[config.mk]
export PLATFORM = sky130hd
export DESIGN_NAME = rs232_block_tx
export DESIGN_NICKNAME = d
export VERILOG_FILES = /design/src/rtl/rs232_block_tx.sv
export SDC_FILE = /design/constraint.sdc
export NUM_CORES = 1
export LEC_CHECK = 0
export CAP_MARGIN = 10
export CORE_ASPECT_RATIO = 1.75
export CORE_MARGIN = 10
export CORE_UTILIZATION = 59
export CTS_CLUSTER_DIAMETER = 200
export DETAILED_ROUTE_END_ITERATION = 7
export PLACE_DENSITY = 0.93
export SYNTH_ARGS = -nofsm -noshare
export SYNTH_HDL_FRONTEND = slang
export SYNTH_SLANG_ARGS = --single-unit
[constraint.sdc]
create_clock -name clk -period 4.5 [get_ports clk]
set_input_delay 0.9 -clock clk [delete_from_list [all_inputs] [get_ports clk]]
set_output_delay 0.9 -clock clk [all_outputs]
set_load 0.005 [all_outputs]
[src/rtl/rs232_block_tx.sv]
// Serialises one accepted 64-bit block as STX + 8 payload bytes (MSB byte first), each 8N1.
// Define RS232_TX_CHKSUM_EN to append an XOR-of-payload checksum byte to every frame.
module rs232_block_tx #(
   parameter int unsigned CLKS_PER_BIT = 44,
   parameter logic [7:0]  STX_BYTE     = 8'h02
) (
   input  logic        clk,
   input  logic        rst,
   input  logic [63:0] blk_data,
   input  logic        blk_valid,
   output logic        blk_ready,
   output logic        TX,
   output logic        busy
);

   localparam logic [15:0] BaudLast = 16'(CLKS_PER_BIT - 1);
`ifdef RS232_TX_CHKSUM_EN
   localparam logic [3:0]  LastByte = 4'd9;
`else
   localparam logic [3:0]  LastByte = 4'd8;
`endif

   typedef enum logic [1:0] {StIdle, StStart, StData, StStop} state_e;

   state_e      state_q, state_d;
   logic [15:0] baud_q, baud_d;
   logic [2:0]  bit_q, bit_d;
   logic [3:0]  byte_q, byte_d;
   logic [63:0] buf_q, buf_d;
   logic [7:0]  cur_byte;
   logic        baud_done;
`ifdef RS232_TX_CHKSUM_EN
   logic [7:0]  chk_q, chk_d;
`endif

   assign baud_done = (baud_q == BaudLast);
   assign busy      = ~blk_ready;

   // Payload bytes are shifted out of the top of buf_q, so the active one is always [63:56].
   always_comb begin
      cur_byte = buf_q[63:56];
      if (byte_q == 4'd0) begin
         cur_byte = STX_BYTE;
      end
`ifdef RS232_TX_CHKSUM_EN
      else if (byte_q == LastByte) begin
         cur_byte = chk_q;
      end
`endif
   end

   always_comb begin
      state_d   = state_q;
      baud_d    = baud_q;
      bit_d     = bit_q;
      byte_d    = byte_q;
      buf_d     = buf_q;
`ifdef RS232_TX_CHKSUM_EN
      chk_d     = chk_q;
`endif
      blk_ready = 1'b0;
      TX        = 1'b1;
      unique case (state_q)
         StIdle: begin
            blk_ready = 1'b1;
            if (blk_valid) begin
               buf_d   = blk_data;
               byte_d  = 4'd0;
               bit_d   = 3'd0;
               baud_d  = 16'd0;
`ifdef RS232_TX_CHKSUM_EN
               chk_d   = 8'h00;
`endif
               state_d = StStart;
            end
         end
         StStart: begin
            TX = 1'b0;
            if (baud_done) begin
               baud_d  = 16'd0;
               bit_d   = 3'd0;
               state_d = StData;
            end else begin
               baud_d = baud_q + 16'd1;
            end
         end
         StData: begin
            TX = cur_byte[bit_q];
            if (baud_done) begin
               baud_d = 16'd0;
               bit_d  = bit_q + 3'd1;
               if (bit_q == 3'd7) begin
                  state_d = StStop;
               end
            end else begin
               baud_d = baud_q + 16'd1;
            end
         end
         StStop: begin
            if (baud_done) begin
               baud_d = 16'd0;
               if (byte_q != 4'd0) begin
                  buf_d = {buf_q[55:0], 8'h00};
`ifdef RS232_TX_CHKSUM_EN
                  chk_d = chk_q ^ buf_q[63:56];
`endif
               end
               if (byte_q == LastByte) begin
                  byte_d  = 4'd0;
                  state_d = StIdle;
               end else begin
                  byte_d  = byte_q + 4'd1;
                  state_d = StStart;
               end
            end else begin
               baud_d = baud_q + 16'd1;
            end
         end
         default: state_d = StIdle;
      endcase
   end

   always_ff @(posedge clk or posedge rst) begin
      if (rst) begin
         state_q <= StIdle;
         baud_q  <= 16'd0;
         bit_q   <= 3'd0;
         byte_q  <= 4'd0;
         buf_q   <= 64'd0;
`ifdef RS232_TX_CHKSUM_EN
         chk_q   <= 8'h00;
`endif
      end else begin
         state_q <= state_d;
         baud_q  <= baud_d;
         bit_q   <= bit_d;
         byte_q  <= byte_d;
         buf_q   <= buf_d;
`ifdef RS232_TX_CHKSUM_EN
         chk_q   <= chk_d;
`endif
      end
   end

endmodule
* After elaboration in Yosys (flattened, before gate mapping)
Index checks and enable logic that the tools add are counted. W data, S select, Z words.
Operators by class: add/sub/neg operators 3, multipliers 0, divide/modulo/power cells 0, order comparisons 1, equal/unequal tests 12, shift operators 0, multiplexer cells 27, bitwise logic cells 1, reductions and logical operators 10
Operator list (count):
- $mux W64 | 3
- $pmux W64 S2 | 1
- $mux W16 | 2
- $pmux W16 S2 | 1
- $add A16 B1 Y16 const B | 1
- $eq A16 B6 Y1 const B | 1
- $mux W4 | 3
- $ne A2 B2 Y1 const B | 6
- $mux W2 | 5
- $mux W3 | 3
- $pmux W3 S3 | 1
- $mux W8 | 1
- $pmux W2 S4 | 1
- $pmux W4 S2 | 1
- $reduce_and A4 Y1 | 2
- $reduce_and A5 Y1 | 1
- $add A4 B1 Y4 const B | 1
- $eq A2 B2 Y1 const B | 2
- $eq A4 B4 Y1 const B | 1
- $logic_not A4 Y1 | 1
- $lt A3 B4 Y1 const B | 1
- $reduce_bool A4 Y1 | 1
- $add A3 B1 Y3 const B | 1
- $bmux W1 S3 | 1
- 10 further kinds | 12
Storage, ports and cells: register bits 89, latch bits 0, bits in writable memories 0, ROM bits 0, bits of input ports 67, output and inout port bits 3, word-level logic and storage cells 59, memories 0

* Depth between registers and ports, before layout
Gate-level depths: netlist (run 1).
depth in word-level cells 5, mapped depth 8, gate-level depth less buffers 7

* Least setup slack after synthesis (run 1)
Ideal clock, no wire load.
kind register -> output, from reg byte_q[0], to out TX, arrival time 1.293 ns, required time 3.600 ns, slack 2.307 ns, stages on the path, launching flop included 5, buffers on the path 0, path through dfrtp_1 > inv_1 > ha_1 > and3_1 > o311ai_0
Between the ends: cells in the longest elaborated chain, start to end 5
Ends and longest elaborated chain:
- start: declaration | line 28 | logic [3:0] byte_q, byte_d;
- start signal: assignment | line 137 | byte_q <= byte_d;
- $logic_not A4 Y1 | line 42 | if (byte_q == 4'd0) begin
- $mux W8 | line 42
- $bmux W1 S3 | line 88 | TX = cur_byte[bit_q];
- $mux W1 (not written as such) | line 88
- $pmux W1 S2 | line 63 | unique case (state_q)
- end: declaration | line 12 | output logic TX,
No other way between the ends. The select of a mux whose other input is x is not followed.

* Final worst setup path (run 1)
Ends and elaborated chain as after synthesis.

==> metrics.txt, run 1 <==
Syn Area/Cell between 9 and 10 um^2; Ys Warns 0; switching power approximately 330 uW; Overall Power about 1.6 mW; critical path class reg -> out; Pwr Density between 200 and 300 nW/um^2; FFs w/ async S/R, synth 100.0%; Mapped Area between 4000 and 5000 um^2; Setup-failing EPs final 0; Tot GR Track Use 22.26%; sequential-to-total area share from yosys stat a little under half; 1st-iter DRT viols 325; Routed Wire Length roughly 14000 um; # hold bufs at CTS 0; element type at the critical path start flop; Internal 1.232 mW; # H-tree levels 3; worst reg2reg startpoint state_q[0]; Max Slew Vio Count 0; Chip Height approximately 140 um; Rows 43; CTS tree built; CP arrival between 2000 and 3000 ps; cells after synthesis a little under 500; vias post-DR about 4400; clk_lat worst skew roughly 350 ps; Inserted Diodes 0; Pre-antenna DRT Iters 5; area grow syn2layout 18.13%; Synth Net Count approximately 570; clock transition at the registers of the reported paths around 60 ps; PortBufs between 60 and 70; Post-DRT Antenna Nets 0; global route total overflow 0; CTS Buffer Depth 2; Cell variety after synth 57; DP HPWL approximately 9600 um; routability congestion estimate ~0.94; Layout Nets just over 600; initial antenna violation count 0; RSZ-0062 raised after global routing no; CP Capture Type primary output; Peak supply drop ~0.26 mV; die area roughly 12000 um^2; setup bufs post-CTS 0; setup_tns 0 ps; largest net degree at the start of global routing 62; Gate power share roughly 5.2%; R2R Setup Slk between 1500 and 2000 ps; Sequential Power Share between 50% and 60%; layout cells sized above 1 around 7%; LEAKAGE approximately 2.2 nW; Worst Setup SP byte_q[0]; routed wire length per instance ~21 um; minimum clock period approximately 3400 ps; via density per instance ~7.0; EDFF count, synth 0; worst-path fanout max 8; Clock power frac about 44%; sw frac between 20% and 30%; global-route wire length before repair between 20000 and 25000 um; Main synth FF type dfrtp_1; Die Span X just under 90 um; Tcrit/Tclk final around three quarters; Worst Hold Launch buf_q[60]; Fmax ~290 MHz; Final Hold Viols 0; I/O Pins 70; Worst Hold Class reg -> reg; starting density of the core between 60% and 70%; CTS Buf Count 9; vias in the first global route between 4000 and 5000; outcome completed; Core Area 7963 um^2; cts repair resizes 0; Rel. slew slack between 20 and 30%; Max Cap Violations 0; Clock Skew around 5.5 ps; # DRC 0; Clock Tree Root clkbuf_16; clk sinks between 80 and 90; Req. time, crit path ~3600 ps; Tightest Pin Transition roughly 1100 ps; Yosys reg bits approximately 90
==> metal layers <==
metal  routed length (um)  vias to the layer above  part of all wire (%)  global-route usage, %
met2                 7332                      201                    54                  39.14
met5                    0                        -                     0                      0
met4                  629                        0                   4.6                  12.49
li1                     -                     2018                     -                      -
met1                 4798                     2161                    35                  22.65
met3                  790                       52                   5.8                  5.903
==> area by class of cell <==
cell class                      count  area, um^2
Clock buffer                       12       246.5
Inverter                           12       46.29
Tap cell                           90       112.6
Fill cell                         587        2241
Timing Repair Buffer               74       728.2
Clock inverter                      1       5.005
Sequential cell                    89        2227
Multi-Input combinational cell    353        2356
==> per-stage QoR <==
step	worst slack, ps	utilization [%]	hold WS [ps]	instances	instance area (um^2)
5_1_grt	1043	71.86	534.9	631	5722
6_report	1082	71.86	508.2	631	5722
2_1_floorplan	1293	-	455.3	494	4843
3_3_place_gp	1386	68.70	480.4	618	5470
3_5_place_dp	1309	68.70	490.6	618	5470
4_1_cts	1102	71.86	507.0	631	5722
==> critical path, cell delays in order, from the launching register on <==
cell and delay, ps:
dfrtp_1 470, inv_1 80, ha_1 240, and3_1 260
o311ai_0 510, clkdlybuf4s50_1 600
==> sequential cells by signal, summed over array words and instances, names as in the netlist <==
register / cells
baud_q: 16
state_q: 2
byte_q: 4
buf_q: 64
bit_q: 3
==> final timing paths <==
| kind | endpoint | cells after the start |
|---|---|---|
| worst min register to register | buf_q[60] | 1 |
| worst max register to register | buf_q[60] | 6 |
| max in group asynchronous | buf_q[6] | 3 |
| worst min-delay path | buf_q[60] | 1 |
| min in group asynchronous | bit_q[2] | 2 |
| worst max-delay path | TX | 5 |
==> cell usage in the layout, fill, tap and decap left out, types with 3 or more instances in the layout <==
| cell type | synthesis | routed |
|---|---|---|
| nor3b_1 | 3 | 3 |
| nand2b_1 | 11 | 11 |
| or3_1 | 3 | 3 |
| and3_1 | 4 | 4 |
| dfrtp_1 | 89 | 89 |
| o31ai_1 | 9 | 9 |
| a2bb2oi_2 | 10 | 10 |
| clkdlybuf4s50_1 | 0 | 69 |
| nor2_1 | 16 | 16 |
| nor3_1 | 6 | 6 |
| buf_4 | 3 | 5 |
| a2bb2oi_1 | 10 | 10 |
| o21ai_0 | 36 | 35 |
| mux2i_1 | 4 | 4 |
| a22oi_1 | 8 | 8 |
| o22ai_1 | 92 | 92 |
| nand2_1 | 25 | 25 |
| nand3_1 | 16 | 16 |
| a31oi_1 | 3 | 3 |
| clkbuf_16 | 0 | 9 |
| inv_1 | 12 | 11 |
| ha_1 | 10 | 9 |
| a21oi_1 | 44 | 44 |
| nand4_1 | 6 | 6 |
==> cell families after synthesis <==
kind of cell / synth area share (%)
flip-flops: 45.98
multiplexers: 1.292
adder cells (fa/ha/maj): 2.583
AND/OR/NAND/NOR: 12.53
buffers and inverters: 5.657
AO/OA/AOI/OAI: 31.59
XOR/XNOR: 0.3617
==> synth_stat cells (all sizes together) (2+ instances only) <==
cell | instances | area share (%)
nand2b | 11 | 1.4
o22ai | 92 | 12
inv | 12 | 0.93
a31oi | 3 | 0.39
nor3 | 6 | 0.62
o41ai | 2 | 0.36
nor2 | 17 | 1.5
o211ai | 2 | 0.31
and3 | 4 | 0.52
o21ai | 36 | 3.7
nand3 | 17 | 2.0
ha | 10 | 2.6
clkbuf | 19 | 1.5
nor3b | 3 | 0.46
a22oi | 8 | 1.2
a21oi | 45 | 4.9
o2111ai | 2 | 0.36
nand4 | 6 | 0.78
nor4b | 2 | 0.67
a311oi | 2 | 0.36
a211oi | 2 | 0.31
a2bb2oi | 20 | 4.9
mux2i | 4 | 0.83
dfrtp | 89 | 46
and4 | 3 | 0.59
o31ai | 9 | 1.4
or3 | 3 | 0.39
nand2 | 26 | 2.2
xor2 | 2 | 0.36
nor4 | 2 | 0.57
buf | 21 | 3.3
==> power groups by stage <==
| stage | clock (mW) | combinational, mW | sequential [mW] |
|---|---|---|---|
| floorplan | 0 | 0.0131 | 0.815 |
| CTS | 0.676 | 0.0809 | 0.800 |
| detailed placement | 0 | 0.0803 | 0.815 |
| global placement | 0 | 0.0796 | 0.815 |
| finish | 0.677 | 0.0803 | 0.800 |
| global route | 0.714 | 0.0850 | 0.800 |
Note: power is estimated with default switching activity, not from simulation.
==> run 2: changes to the inputs <==
--- a/config.mk
+++ b/config.mk
@@ -8,10 +8,10 @@
 export CAP_MARGIN = 10
 export CORE_ASPECT_RATIO = 1.75
 export CORE_MARGIN = 10
-export CORE_UTILIZATION = 59
+export CORE_UTILIZATION = 55
 export CTS_CLUSTER_DIAMETER = 200
 export DETAILED_ROUTE_END_ITERATION = 7
-export PLACE_DENSITY = 0.93
+export PLACE_DENSITY = 0.88
 export SYNTH_ARGS = -nofsm -noshare
 export SYNTH_HDL_FRONTEND = slang
 export SYNTH_SLANG_ARGS = --single-unit
==> constraint.sdc (replaced) <==
create_clock -name clk -period 3.4 [get_ports clk]
set_input_delay 0.68 -clock clk [delete_from_list [all_inputs] [get_ports clk]]
set_output_delay 0.68 -clock clk [all_outputs]
set_load 0.005 [all_outputs]
==> run 2 against run 1 <==
Against the previous run: global-route usage is 1.5 points lower; sequential share of layout area is 0.78 points lower; die area is 5.9% higher; final cell count is 4.8% higher; largest cell class unchanged; largest power group unchanged; combinational power is 33% higher; critical path depth stayed put; clock power is 55% higher; critical endpoint unchanged; first-iteration DRC count is 3.1% higher; register-to-register slack worse by 1100 ps.
==> metrics.txt, run 2 (synthesis gave the netlist of run 1 again) <==
Routed Wire Length 13650 um (+0.70%); number of flip-flops in the largest register 64 (unchanged); Clock Tree Root clkbuf_16; clk_lat worst skew 350 ps (about the same); Max Slew Vio Count 0 (unchanged); area grow syn2layout 20.54%; Die Span X 90.94 um (+2.8%); Worst Hold Class reg -> reg; Tot GR Track Use 20.76% (-1.5 points); initial antenna violation count 0 (unchanged); CTS Buffer Depth 2 (unchanged); Rows 45 (+4.7%); setup bufs post-CTS 0 (unchanged); RSZ-0062 raised after global routing no; critical path class reg -> out; clk sinks 89 (unchanged); # hold bufs at CTS 0 (unchanged); via density per instance 6.719 (-4.3%); routed wire length per instance 20.64 um (-3.9%); PortBufs 69 (unchanged); largest net degree at the start of global routing 90 (+45%); CP Capture Type primary output; Layout Nets 617 (+0.16%); R2R Setup Slk 440 ps (-1110 ps); Rel. slew slack 25.24% (-3.6 points); global route total overflow 0 (unchanged); Post-DRT Antenna Nets 0 (unchanged); vias in the first global route 4503 (-0.29%); vias post-DR 4441 (+0.20%); # DRC 0 (unchanged); element type at the critical path start flop; DP HPWL 9390 um (-1.9%); layout cells sized above 1 7.904% (+0.88 points); minimum clock period about 3200 ps; die area 13110 um^2 (+5.9%); # H-tree levels 3 (unchanged); leading registers by flop count buf_q x64, baud_q x16, byte_q x4; Fmax 313.7 MHz; Max Cap Violations 0 (unchanged); cts repair resizes 0 (unchanged); Setup-failing EPs final 0 (unchanged); Chip Height 144.1 um (+3.1%); LEAKAGE 2.201 nW (+1.9%); clock transition at the registers of the reported paths 70 ps (about the same); Req. time, crit path 2720 ps (-880 ps); CP arrival 2510 ps (about the same); CTS tree built; starting density of the core 56.22% (-4.6 points); Tightest Pin Transition 1119 ps (+51.38 ps); CTS Buf Count 9 (unchanged); commonest cells after routing, fill and taps aside 92 x o22ai_1, 89 x dfrtp_1, 69 x clkdlybuf4s50_1, 44 x a21oi_1, 35 x o21ai_0; routability congestion estimate 0.9393 (-0.16%); Min Hold Slack 513.3 ps (+5.158 ps); Tcrit/Tclk final between 90% and 100%; outcome completed; global-route wire length before repair 22270 um (+1.3%); Biggest register buf_q; Clock Skew 9.493 ps (+4.014 ps); 1st-iter DRT viols 335 (+3.1%); I/O Pins 70 (unchanged); Final Hold Viols 0 (unchanged); worst-path fanout max 8 (unchanged); Core Area 8615 um^2 (+8.2%); setup_tns 0 ps (unchanged); Inserted Diodes 0 (unchanged); Peak supply drop 0.2899 mV (+13%); most common cell after layout, fill and taps aside o22ai_1; Pwr Density 379.5 nW/um^2 (+39%); Pre-antenna DRT Iters 5 (unchanged)
[run 2: cell types whose count changed in the layout (fill, tap and decap cells not counted), sizes merged]
cell / delta
buf: +1
bufinv: +1
inv: +1
[run 2: metrics by stage]
stage               setup WS, ps  utilization (%)  power (mW)  instance area (um^2)  instances
CTS                        209.7            67.77       2.220                  5838        661
global placement           504.2            64.12       1.186                  5524        646
floorplan                  413.1                -       1.096                  4843        494
detailed placement         373.3            64.12       1.186                  5524        646
finish                     212.4            67.77       2.216                  5838        661
global route               18.34            67.77       2.268                  5838        661
[run 2: critical path, cell delays in order, from the launching register on]
cell and delay, ps:
dfrtp_1 470, inv_1 70, ha_1 230, and3_1 260, o311ai_0 510, clkdlybuf4s50_1 610
[run 2: worst paths after layout]
check / start / end / depth (start not counted)
min in group asynchronous: rst / baud_q[2] / 3
hold / removal: buf_q[60] / buf_q[60] / 1
setup / recovery: byte_q[0] / TX / 5
setup reg to reg: state_q[0] / buf_q[14] / 6
hold reg to reg: buf_q[60] / buf_q[60] / 1
max in group asynchronous: rst / buf_q[15] / 3
[run 2: cell type report]
type | instances | area, um^2
tap | 117 | 146.4
sequential | 89 | 2227
fill | 700 | 2776
timing repair buffer | 75 | 748.2
clock buffer | 12 | 266.5
clock inverter | 3 | 47.55
inverter | 12 | 46.29
multi-input combinational | 353 | 2356
[run 2: layer usage]
layer	part of all wire, %	track usage, %	vias to the layer above
met5	0	0	-
met4	3.6	11.18	0
met3	5.5	3.944	42
met2	54	37.66	216
met1	37	22.17	2171
li1	-	-	2012
[run 2: power by group]
group	internal (mW)	total (mW)	switching, mW
Sequential	1.06	1.06	0
Clock	0.630	1.05	0.420
Combinational	0.0704	0.107	0.0364
==> run 3: changes to the inputs <==
--- a/config.mk
+++ b/config.mk
@@ -8,10 +8,11 @@
 export CAP_MARGIN = 10
 export CORE_ASPECT_RATIO = 1.75
 export CORE_MARGIN = 10
-export CORE_UTILIZATION = 55
+export CORE_UTILIZATION = 35
 export CTS_CLUSTER_DIAMETER = 200
 export DETAILED_ROUTE_END_ITERATION = 7
-export PLACE_DENSITY = 0.88
+export PLACE_DENSITY = 0.62
+export SLEW_MARGIN = 20
 export SYNTH_ARGS = -nofsm -noshare
 export SYNTH_HDL_FRONTEND = slang
 export SYNTH_SLANG_ARGS = --single-unit
==> run 3 against run 2 <==
Against the previous run: maximum frequency grew 5.7%; hold slack worse by 8.0 ps; count of clock-buffer cells in the layout is 1 lower; clock skew is 3.4 ps lower; setup slack improved by 170 ps; first-iteration DRC count down 24%; final cell count grew 9.4%; critical endpoint unchanged.
==> metrics.txt, run 3 (synthesis gave the netlist of run 1 again) <==
outcome completed; vias in the first global route 4511 (+0.18%); worst-path fanout max 8 (unchanged); # hold bufs at CTS 0 (unchanged); setup_tns 0 ps (unchanged); Core Area 13520 um^2 (+57%); Fill cells 1297 (+85%); layout cells sized above 1 8.561% (+0.66 points); cts repair resizes 0 (unchanged); RSZ-0062 raised after global routing no; setup bufs post-CTS 0 (unchanged); CP Capture Type primary output; die area 19130 um^2 (+46%); commonest cells after routing, fill and taps aside 92 x o22ai_1, 89 x dfrtp_1, 69 x clkdlybuf4s50_1, 44 x a21oi_1, 35 x o21ai_0; Setup-failing EPs final 0 (unchanged); Inserted Diodes 0 (unchanged); routability congestion estimate 0.8716 (-7.2%); CTS Buf Count 9 (unchanged); clock transition at the registers of the reported paths 70 ps (about the same); Reg area 2227 um^2 (unchanged); Final Hold Viols 0 (unchanged); Biggest register buf_q; leading registers by flop count buf_q x64, baud_q x16, byte_q x4; Rows 56 (+24%); Tot GR Track Use 14.82% (-5.9 points); CTS tree built; largest net degree at the start of global routing 58 (-36%); # H-tree levels 3 (unchanged); CP arrival 2340 ps (-170 ps); I/O Pins 70 (unchanged); Clock Tree Root clkbuf_16; Max Slew Vio Count 0 (unchanged); Pwr Density 367.0 nW/um^2 (-3.3%); initial antenna violation count 0 (unchanged); Peak supply drop 0.2441 mV (-16%); critical path class reg -> out; via density per instance 5.942 (-12%); Chip Height 175.6 um (+22%); most common cell after layout, fill and taps aside o22ai_1; global route total overflow 0 (unchanged); clk sinks 89 (unchanged); Fmax 331.6 MHz (+5.7%); CTS Buffer Depth 2 (unchanged); Post-DRT Antenna Nets 0 (unchanged); Req. time, crit path 2720 ps (about the same); Rel. slew slack 53.04% (+28 points); # DRC 0 (unchanged); Routed Wire Length 13960 um (+2.3%); clk_lat worst skew 350 ps (about the same); area grow syn2layout 22.19%; element type at the critical path start flop; Worst Hold Class reg -> reg; Max Cap Violations 0 (unchanged); Clock Skew 6.126 ps (-3.367 ps); starting density of the core 35.82% (-20 points); Tcrit/Tclk final 88.70% (-5.1 points); PortBufs 69 (unchanged); footprint of the multi-input gates 2360 um^2 (+0.16%); DP HPWL 9971 um (+6.2%); Die Span X 108.9 um (+20%); 1st-iter DRT viols 254 (-24%); Layout Nets 621 (+0.65%); Overall Power 2.172 mW (-2.0%); Pre-antenna DRT Iters 5 (unchanged); routed wire length per instance 19.30 um (-6.5%); LEAKAGE 2.204 nW (+0.16%); Tightest Pin Transition 700.4 ps (-418.6 ps); global-route wire length before repair 22790 um (+2.3%); minimum clock period 3016 ps (-171.7 ps); number of flip-flops in the largest register 64 (unchanged); vias post-DR 4296 (-3.3%)
-- run 3: cell types whose count changed in the layout (fill, tap and decap cells not counted), sizes merged --
cell,change
clkinvlp,+1
buf,+4
clkinv,+2
inv,-1
clkbuf,-1
-- run 3: critical path, cell delays in order (launching register included) --
cell             delay, ps
dfrtp_1                460
inv_1                   70
ha_1                   220
and3_1                 270
o311ai_0               390
clkdlybuf4s50_1        580
-- run 3: power breakdown --
group	switching, mW	internal (mW)	leakage, nW
clock	0.434	0.569	0.139
combinational	0.0397	0.0706	1.09
sequential	0	1.06	0.973
-- run 3: final cells by class --
cell class | count | share of cell area, %
clock inverters | 5 | 0.9514
flip-flops and latches | 89 | 37.63
well taps | 174 | 3.679
repair buffers | 79 | 13.15
inverters | 12 | 0.7822
clock buffers | 11 | 3.932
multi-input cells | 353 | 39.87
-- run 3: final timing paths --
kind / from / end / slack (ps) / cells after the start
max: byte_q[0] / TX / 380 / 5
max reg2reg: baud_q[0] / buf_q[11] / 900 / 6
min reg2reg: buf_q[60] / buf_q[60] / 510 / 1
max in group asynchronous: rst / buf_q[38] / 1960 / 3
min: buf_q[60] / buf_q[60] / 510 / 1
min in group asynchronous: rst / baud_q[1] / 720 / 2
-- run 3: stage by stage --
stage	worst slack [ps]	cells	hold WS, ps	util (%)	instance area [um^2]
floorplan	413.1	494	455.3	-	4843
global placement	522.0	707	487.4	41.60	5625
detailed placement	475.2	707	493.5	41.60	5625
CTS	329.2	723	508.0	43.74	5914
global route	178.0	723	526.1	43.76	5918
finish	384.1	723	505.3	43.76	5918
-- run 3: routing by layer --
metal | vias to the layer above | GRT usage (%) | routed length (um)
li1 | 2025 | - | -
met1 | 2119 | 16.18 | 5412
met2 | 130 | 26.93 | 7716
met3 | 22 | 2.749 | 542
met4 | 0 | 5.905 | 283
met5 | - | 0 | 0
